--- src/rtl/irq_ctrl_pkg.sv ---
// Shared encodings for the interrupt controller: register map, FSM states and the
// fixed-priority helper used when a request is latched.
package irq_ctrl_pkg;

  localparam logic [1:0] ADDR_PEND = 2'd0;
  localparam logic [1:0] ADDR_MASK = 2'd1;
  localparam logic [1:0] ADDR_ID   = 2'd2;
  localparam logic [1:0] ADDR_CTRL = 2'd3;

  typedef enum logic [1:0] {
    IDLE    = 2'd0,
    REQ     = 2'd1,
    SERVICE = 2'd2
  } irq_state_t;

  // Lowest set index wins; scanning downwards lets the last hit be the lowest.
  function automatic logic [2:0] lowest_index(input logic [7:0] vec);
    logic [2:0] idx;
    idx = 3'd0;
    for (int i = 7; i >= 0; i--) begin
      if (vec[i]) idx = 3'(i);
    end
    return idx;
  endfunction

endpackage

--- src/rtl/irq_ctrl_if.sv ---
// Register bus plus coprocessor handshake between the CPU side and the interrupt controller.
interface irq_ctrl_if;
  logic       we;
  logic [1:0] addr;
  logic [7:0] wdata;
  logic [7:0] rdata;
  logic       ack;
  logic       eoi;
  logic       ir_out;
  logic [2:0] irq_id;
  logic       busy;

  modport master (
    output we, addr, wdata, ack, eoi,
    input  rdata, ir_out, irq_id, busy
  );

  modport slave (
    input  we, addr, wdata, ack, eoi,
    output rdata, ir_out, irq_id, busy
  );
endinterface

--- src/rtl/irq_sync_edge.sv ---
// Two-flop synchronizer followed by a registered rising-edge detector, one lane per bit.
module irq_sync_edge #(
  parameter int WIDTH = 8
) (
  input  logic             clk,
  input  logic             rst,
  input  logic [WIDTH-1:0] din,
  output logic [WIDTH-1:0] rise
);

  logic [WIDTH-1:0] meta_q;
  logic [WIDTH-1:0] sync_q;
  logic [WIDTH-1:0] prev_q;
  logic [1:0]       warm_q;

  // Edges only count once the pipeline holds three real post-reset samples, so a
  // line already high when reset releases never looks like a fresh rising edge.
  always_ff @(posedge clk or negedge rst) begin
    if (!rst) begin
      meta_q <= '0;
      sync_q <= '0;
      prev_q <= '0;
      warm_q <= 2'd0;
    end else begin
      meta_q <= din;
      sync_q <= meta_q;
      prev_q <= sync_q;
      if (warm_q != 2'd3) warm_q <= warm_q + 2'd1;
    end
  end

  assign rise = (warm_q == 2'd3) ? (sync_q & ~prev_q) : '0;

endmodule

--- src/rtl/irq_ctrl.sv ---
// Single-level interrupt controller: pending/mask/enable registers and an
// IDLE/REQ/SERVICE handshake with the coprocessor's external interrupt input.
module irq_ctrl #(
  parameter int NSRC = 8
) (
  input  logic            clk,
  input  logic            rst,
  input  logic [NSRC-1:0] src,
  irq_ctrl_if.slave       bus
);
  import irq_ctrl_pkg::*;

  logic [NSRC-1:0] rise;
  logic [NSRC-1:0] pend_q;
  logic [NSRC-1:0] pend_d;
  logic [NSRC-1:0] mask_q;
  logic [NSRC-1:0] sw_clr;
  logic            en_q;
  irq_state_t      state_q;
  irq_state_t      state_d;
  logic [2:0]      id_q;
  logic [2:0]      id_d;
  logic            ir_q;
  logic            ir_d;
  logic [7:0]      svc_clr;
  logic [7:0]      active;
  logic            wr_pend;
  logic            wr_mask;
  logic            wr_ctrl;

  irq_sync_edge #(.WIDTH(NSRC)) u_sync (
    .clk  (clk),
    .rst  (rst),
    .din  (src),
    .rise (rise)
  );

  assign wr_pend = bus.we && (bus.addr == ADDR_PEND);
  assign wr_mask = bus.we && (bus.addr == ADDR_MASK);
  assign wr_ctrl = bus.we && (bus.addr == ADDR_CTRL);
  assign sw_clr  = wr_pend ? bus.wdata[NSRC-1:0] : '0;

  always_comb begin
    active = '0;
    active[NSRC-1:0] = pend_q & mask_q;
  end

  // Next state: ack outranks a same-cycle disable, and eoi is only honoured in SERVICE.
  always_comb begin
    state_d = state_q;
    id_d    = id_q;
    ir_d    = ir_q;
    svc_clr = '0;
    unique case (state_q)
      IDLE: begin
        if (en_q && (active != 8'd0)) begin
          state_d = REQ;
          id_d    = lowest_index(active);
          ir_d    = 1'b1;
        end
      end
      REQ: begin
        if (bus.ack) begin
          state_d       = SERVICE;
          ir_d          = 1'b0;
          svc_clr[id_q] = 1'b1;
        end else if (wr_ctrl && !bus.wdata[0]) begin
          state_d = IDLE;
          ir_d    = 1'b0;
        end
      end
      SERVICE: begin
        if (bus.eoi) state_d = IDLE;
      end
      default: begin
        state_d = IDLE;
        ir_d    = 1'b0;
      end
    endcase
  end

  // A hardware edge is OR-ed in last so it survives both W1C and the ack clear.
  assign pend_d = (pend_q & ~sw_clr & ~svc_clr[NSRC-1:0]) | rise;

  always_ff @(posedge clk or negedge rst) begin
    if (!rst) begin
      state_q <= IDLE;
      id_q    <= 3'd0;
      ir_q    <= 1'b0;
      pend_q  <= '0;
      mask_q  <= '0;
      en_q    <= 1'b0;
    end else begin
      state_q <= state_d;
      id_q    <= id_d;
      ir_q    <= ir_d;
      pend_q  <= pend_d;
      if (wr_mask) mask_q <= bus.wdata[NSRC-1:0];
      if (wr_ctrl) en_q <= bus.wdata[0];
    end
  end

  always_comb begin
    bus.rdata = '0;
    case (bus.addr)
      ADDR_PEND: bus.rdata[NSRC-1:0] = pend_q;
      ADDR_MASK: bus.rdata[NSRC-1:0] = mask_q;
      ADDR_ID:   bus.rdata[2:0]      = id_q;
      ADDR_CTRL: bus.rdata[0]        = en_q;
      default:   bus.rdata           = '0;
    endcase
  end

  assign bus.ir_out = ir_q;
  assign bus.irq_id = id_q;
  assign bus.busy   = (state_q != IDLE);

endmodule

--- src/flat_wrapper.sv ---
// flat-port wrapper written by rule: the top's interface ports become plain ports
module irq_ctrl_flat import irq_ctrl_pkg::*;
#(
  parameter int NSRC = 8
)
  (clk, rst, src, bus_we, bus_addr, bus_wdata, bus_ack, bus_eoi, bus_rdata, bus_ir_out, bus_irq_id, bus_busy);
  irq_ctrl_if bus_i ();
  input  logic clk;
  input  logic rst;
  input  logic [NSRC-1:0] src;
  input wire logic [$bits(bus_i.we)-1:0] bus_we;
  input wire logic [$bits(bus_i.addr)-1:0] bus_addr;
  input wire logic [$bits(bus_i.wdata)-1:0] bus_wdata;
  input wire logic [$bits(bus_i.ack)-1:0] bus_ack;
  input wire logic [$bits(bus_i.eoi)-1:0] bus_eoi;
  output wire logic [$bits(bus_i.rdata)-1:0] bus_rdata;
  output wire logic [$bits(bus_i.ir_out)-1:0] bus_ir_out;
  output wire logic [$bits(bus_i.irq_id)-1:0] bus_irq_id;
  output wire logic [$bits(bus_i.busy)-1:0] bus_busy;
  assign bus_i.we = bus_we;
  assign bus_i.addr = bus_addr;
  assign bus_i.wdata = bus_wdata;
  assign bus_i.ack = bus_ack;
  assign bus_i.eoi = bus_eoi;
  assign bus_rdata = bus_i.rdata;
  assign bus_ir_out = bus_i.ir_out;
  assign bus_irq_id = bus_i.irq_id;
  assign bus_busy = bus_i.busy;
  irq_ctrl #(.NSRC(NSRC)) u_core (.clk(clk), .rst(rst), .src(src), .bus(bus_i));
endmodule
--- config.mk ---
export PLATFORM = sky130hd
export DESIGN_NAME = irq_ctrl_flat
export DESIGN_NICKNAME = d
export VERILOG_FILES = /design/src/rtl/irq_ctrl_pkg.sv /design/src/rtl/irq_ctrl_if.sv /design/src/rtl/irq_sync_edge.sv /design/src/rtl/irq_ctrl.sv /design/src/flat_wrapper.sv
export SDC_FILE = /design/constraint.sdc
export NUM_CORES = 1
export LEC_CHECK = 0
export ABC_CLOCK_PERIOD_IN_PS = 2400
export BUFFER_PORTS_ARGS = -buffer_cell sky130_fd_sc_hd__buf_2
export CAP_MARGIN = 5
export CORE_MARGIN = 1.5
export CORE_UTILIZATION = 54
export CTS_CLUSTER_DIAMETER = 60
export DETAILED_ROUTE_END_ITERATION = 8
export PLACE_DENSITY_LB_ADDON = 0.2
export SLEW_MARGIN = 40
export SYNTH_ARGS = -nofsm -noshare
export SYNTH_HDL_FRONTEND = slang
export SYNTH_SLANG_ARGS = --single-unit
--- constraint.sdc ---
create_clock -name clk -period 2.4 [get_ports clk]
set_clock_uncertainty 0.2 [all_clocks]
set_input_delay 0.36 -clock clk [delete_from_list [all_inputs] [get_ports clk]]
set_output_delay 0.36 -clock clk [all_outputs]
set_load 0.005 [all_outputs]
==> reports/metrics.yaml <==
grt_max_degree: 40
wl_per_cell_um: 15.1
p_sw_uw: 640
antenna_cells: 0
drtAntennaViolNets: 0
timing.final.ws_setup_ns: 0.469
grt_pass1_vias: 1404
power_leakage_uw: 0.00108
internal-power_uw: 1440
via_per_inst: 5.49
cp.arrival_ns: 1.37
dp_hpwl_um: 2720
synth_top_flop_cell: "dfrtp_1"
crit_fanout: 8
yosys_warnings: 0
grt_setup_unrepaired: "no"
swShare: 0.307
hold_viol_final: 0
cts_buffers: 5
p_comb_frac: 0.245
synth-seq-cells: 49
finalMaxSlewViolations: 0
synth_seq_area_share: 0.616
yosysTopAreaCell: "dfrtp_1"
die_y_um: 63.7
ctsLongestPathBuffers: 2
final_nets: 228
ios: 36
cts.clk_slew.worst_paths_ns: 0.09
mostFrequentLayoutCells: "49 x dfrtp_1, 34 x buf_2, 25 x nand2_1, 10 x nand3b_1, 10 x mux2_2"
synthTopCellsByArea: "dfrtp_1 62%, mux2_2 5.7%, nand2_1 4.7%"
setup_viol: 0
cts_sinks: 49
tns_ns: 0
slew_headroom: 0.645
clock_power_share: 0.228
critPathCaptureType: "output pin"
overflow: 0
fin_crit_ns: 1.93
grt_pass1_wl_um: 6220
die_w_um: 63.7
dpl_worst_slack_ns: 0.520
routed_wl_um: 3790
powerDensity_nw_per_um2: 865
crit_type: "flop to output pin"
rows: 21
htreeDepth: 2
clk_latency_ns: 0.30
synth_edf_count: 0
tritoncts: "done"
crit_path_start_kind: "flop"
core_sq_um: 3440
tightestPinTransition_ns: 0.530
seqPwrFrac: 0.527
antenna_found_initial: 0
peakVddDrop_v: 0.000640
async_reset_ff_frac: 1.00
vias: 1379
fp.dieArea_sq_um: 4060
worst-path-stages: 2
drtPass1Iterations: 4
drc_errors: 0
worst-path-buf-inv: 1
min_path_type: "input pin to flop"
cap_violations: 0
worstPathCellList: "mux4_2, buf_2"
status: "complete, no violations"
clockRootBuffer: "clkbuf_8"
track_usage: 0.203
place.gp.congestion: 0.868
critPathTopFamily: "flip-flops"
required_ns: 1.84
synth_cell_type_count: 33
syn_area_per_cell_sq_um: 12.9
period_share: 0.805
syn-num-nets: 178
area_growth_pct: 21.0
drive_above_1_share: 0.327
crit_slowest_cell: "dfrtp_1"
max_freq_ghz: 0.518
syn_inst: 154
portBuffers: 35
synth_top_area_frac: 0.616
cts_resized: 0
worstRegToRegCells: 4
drt_iter0_markers: 49
worst_path_largest_cell_delay_ns: 0.47
synth.cell_area_sq_um: 1990
layout_commonest_cell: "dfrtp_1"
initial_core_util: 0.578
holdPathStages: 2
-- cells by family after synthesis --
group	synth area share
compound gates	0.0994
xor+xnor	0.00440
mux	0.126
buf+inv	0.00817
simple gates	0.140
flops	0.616
fa+ha+maj	0.00629
-- metrics by stage --
stage	instances	hold WS [ns]	util	total power (uW)	cell area [sq um]
6_report	251	0.0535	0.699	2080	2410
5_1_grt	251	0.0686	0.699	2200	2410
4_1_cts	251	0.0507	0.699	2090	2400
3_5_place_dp	234	0.135	0.646	1600	2220
3_3_place_gp	234	0.133	0.646	1580	2220
2_1_floorplan	154	-0.136	-	1410	1990
-- synthesized netlist by cell type, types with 2 or more instances --
cell      instances
a21o_2            2
mux2_4            3
o211ai_1          7
a22oi_1           2
o311ai_0          2
nor2_1            7
nand3_1           3
nand2b_1          3
clkbuf_1          2
o21ai_0           4
nand2_1          25
nand3b_1         10
mux2i_1           7
dfrtp_1          49
mux2_2           10
-- sequential cells by signal, summed over array words and instances (netlist names) --
register,cells
u_core.mask_q,8
u_core.pend_q,8
u_core.u_sync.meta_q,8
u_core.u_sync.prev_q,8
u_core.u_sync.sync_q,8
u_core.bus.irq_id,3
u_core.state_q,2
u_core.u_sync.warm_q,2
u_core.bus.ir_out,1
u_core.en_q,1
-- layout make-up --
| type | count | area (sq um) |
|---|---|---|
| flip-flops and latches | 49 | 1230 |
| fillers | 260 | 1030 |
| multi-input cells | 101 | 747 |
| repair buffers | 46 | 283 |
| clock buffers | 5 | 68.8 |
| well taps | 46 | 57.6 |
| clock inverters | 3 | 21.3 |
| inverters | 1 | 3.75 |
-- timing repair --
| item | 4_1_cts | 5_1_grt |
|---|---|---|
| hold endpoints to repair | 45 | 0 |
| buffers inserted | 0 | 0 |
| hold buffers | 9 | 0 |
| endpoints found under the setup margin | 0 | 0 |
-- worst paths after layout --
check | end | from | slack, ns
worst min-delay path | u_core.state_q[1] | bus_eoi | 0.05
worst max register to register | u_core.bus.irq_id[1] | u_core.mask_q[2] | 0.59
worst min register to register | u_core.u_sync.sync_q[2] | u_core.u_sync.meta_q[2] | 0.16
min in group asynchronous | u_core.state_q[1] | rst | 0.36
worst max-delay path | bus_rdata[0] | u_core.bus.irq_id[0] | 0.47
max in group asynchronous | u_core.mask_q[1] | rst | 1.15
-- layer usage --
metal | up-vias | share of wire | routed length, um | GRT usage
li1 | 648 | - | - | -
met1 | 689 | 0.41 | 1560 | 0.227
met2 | 35 | 0.54 | 2040 | 0.378
met3 | 7 | 0.036 | 138 | 0.0500
met4 | 0 | 0.015 | 57 | 0.0652
met5 | - | 0 | 0 | 0
-- power by group through the flow --
stage	clock (uW)	combinational (uW)	sequential, uW
floorplan	0	339	1070
global placement	0	482	1100
detailed placement	0	498	1110
CTS	491	513	1090
global route	517	568	1110
finish	475	511	1100
No activity file was read; power rests on OpenSTA's default activity.
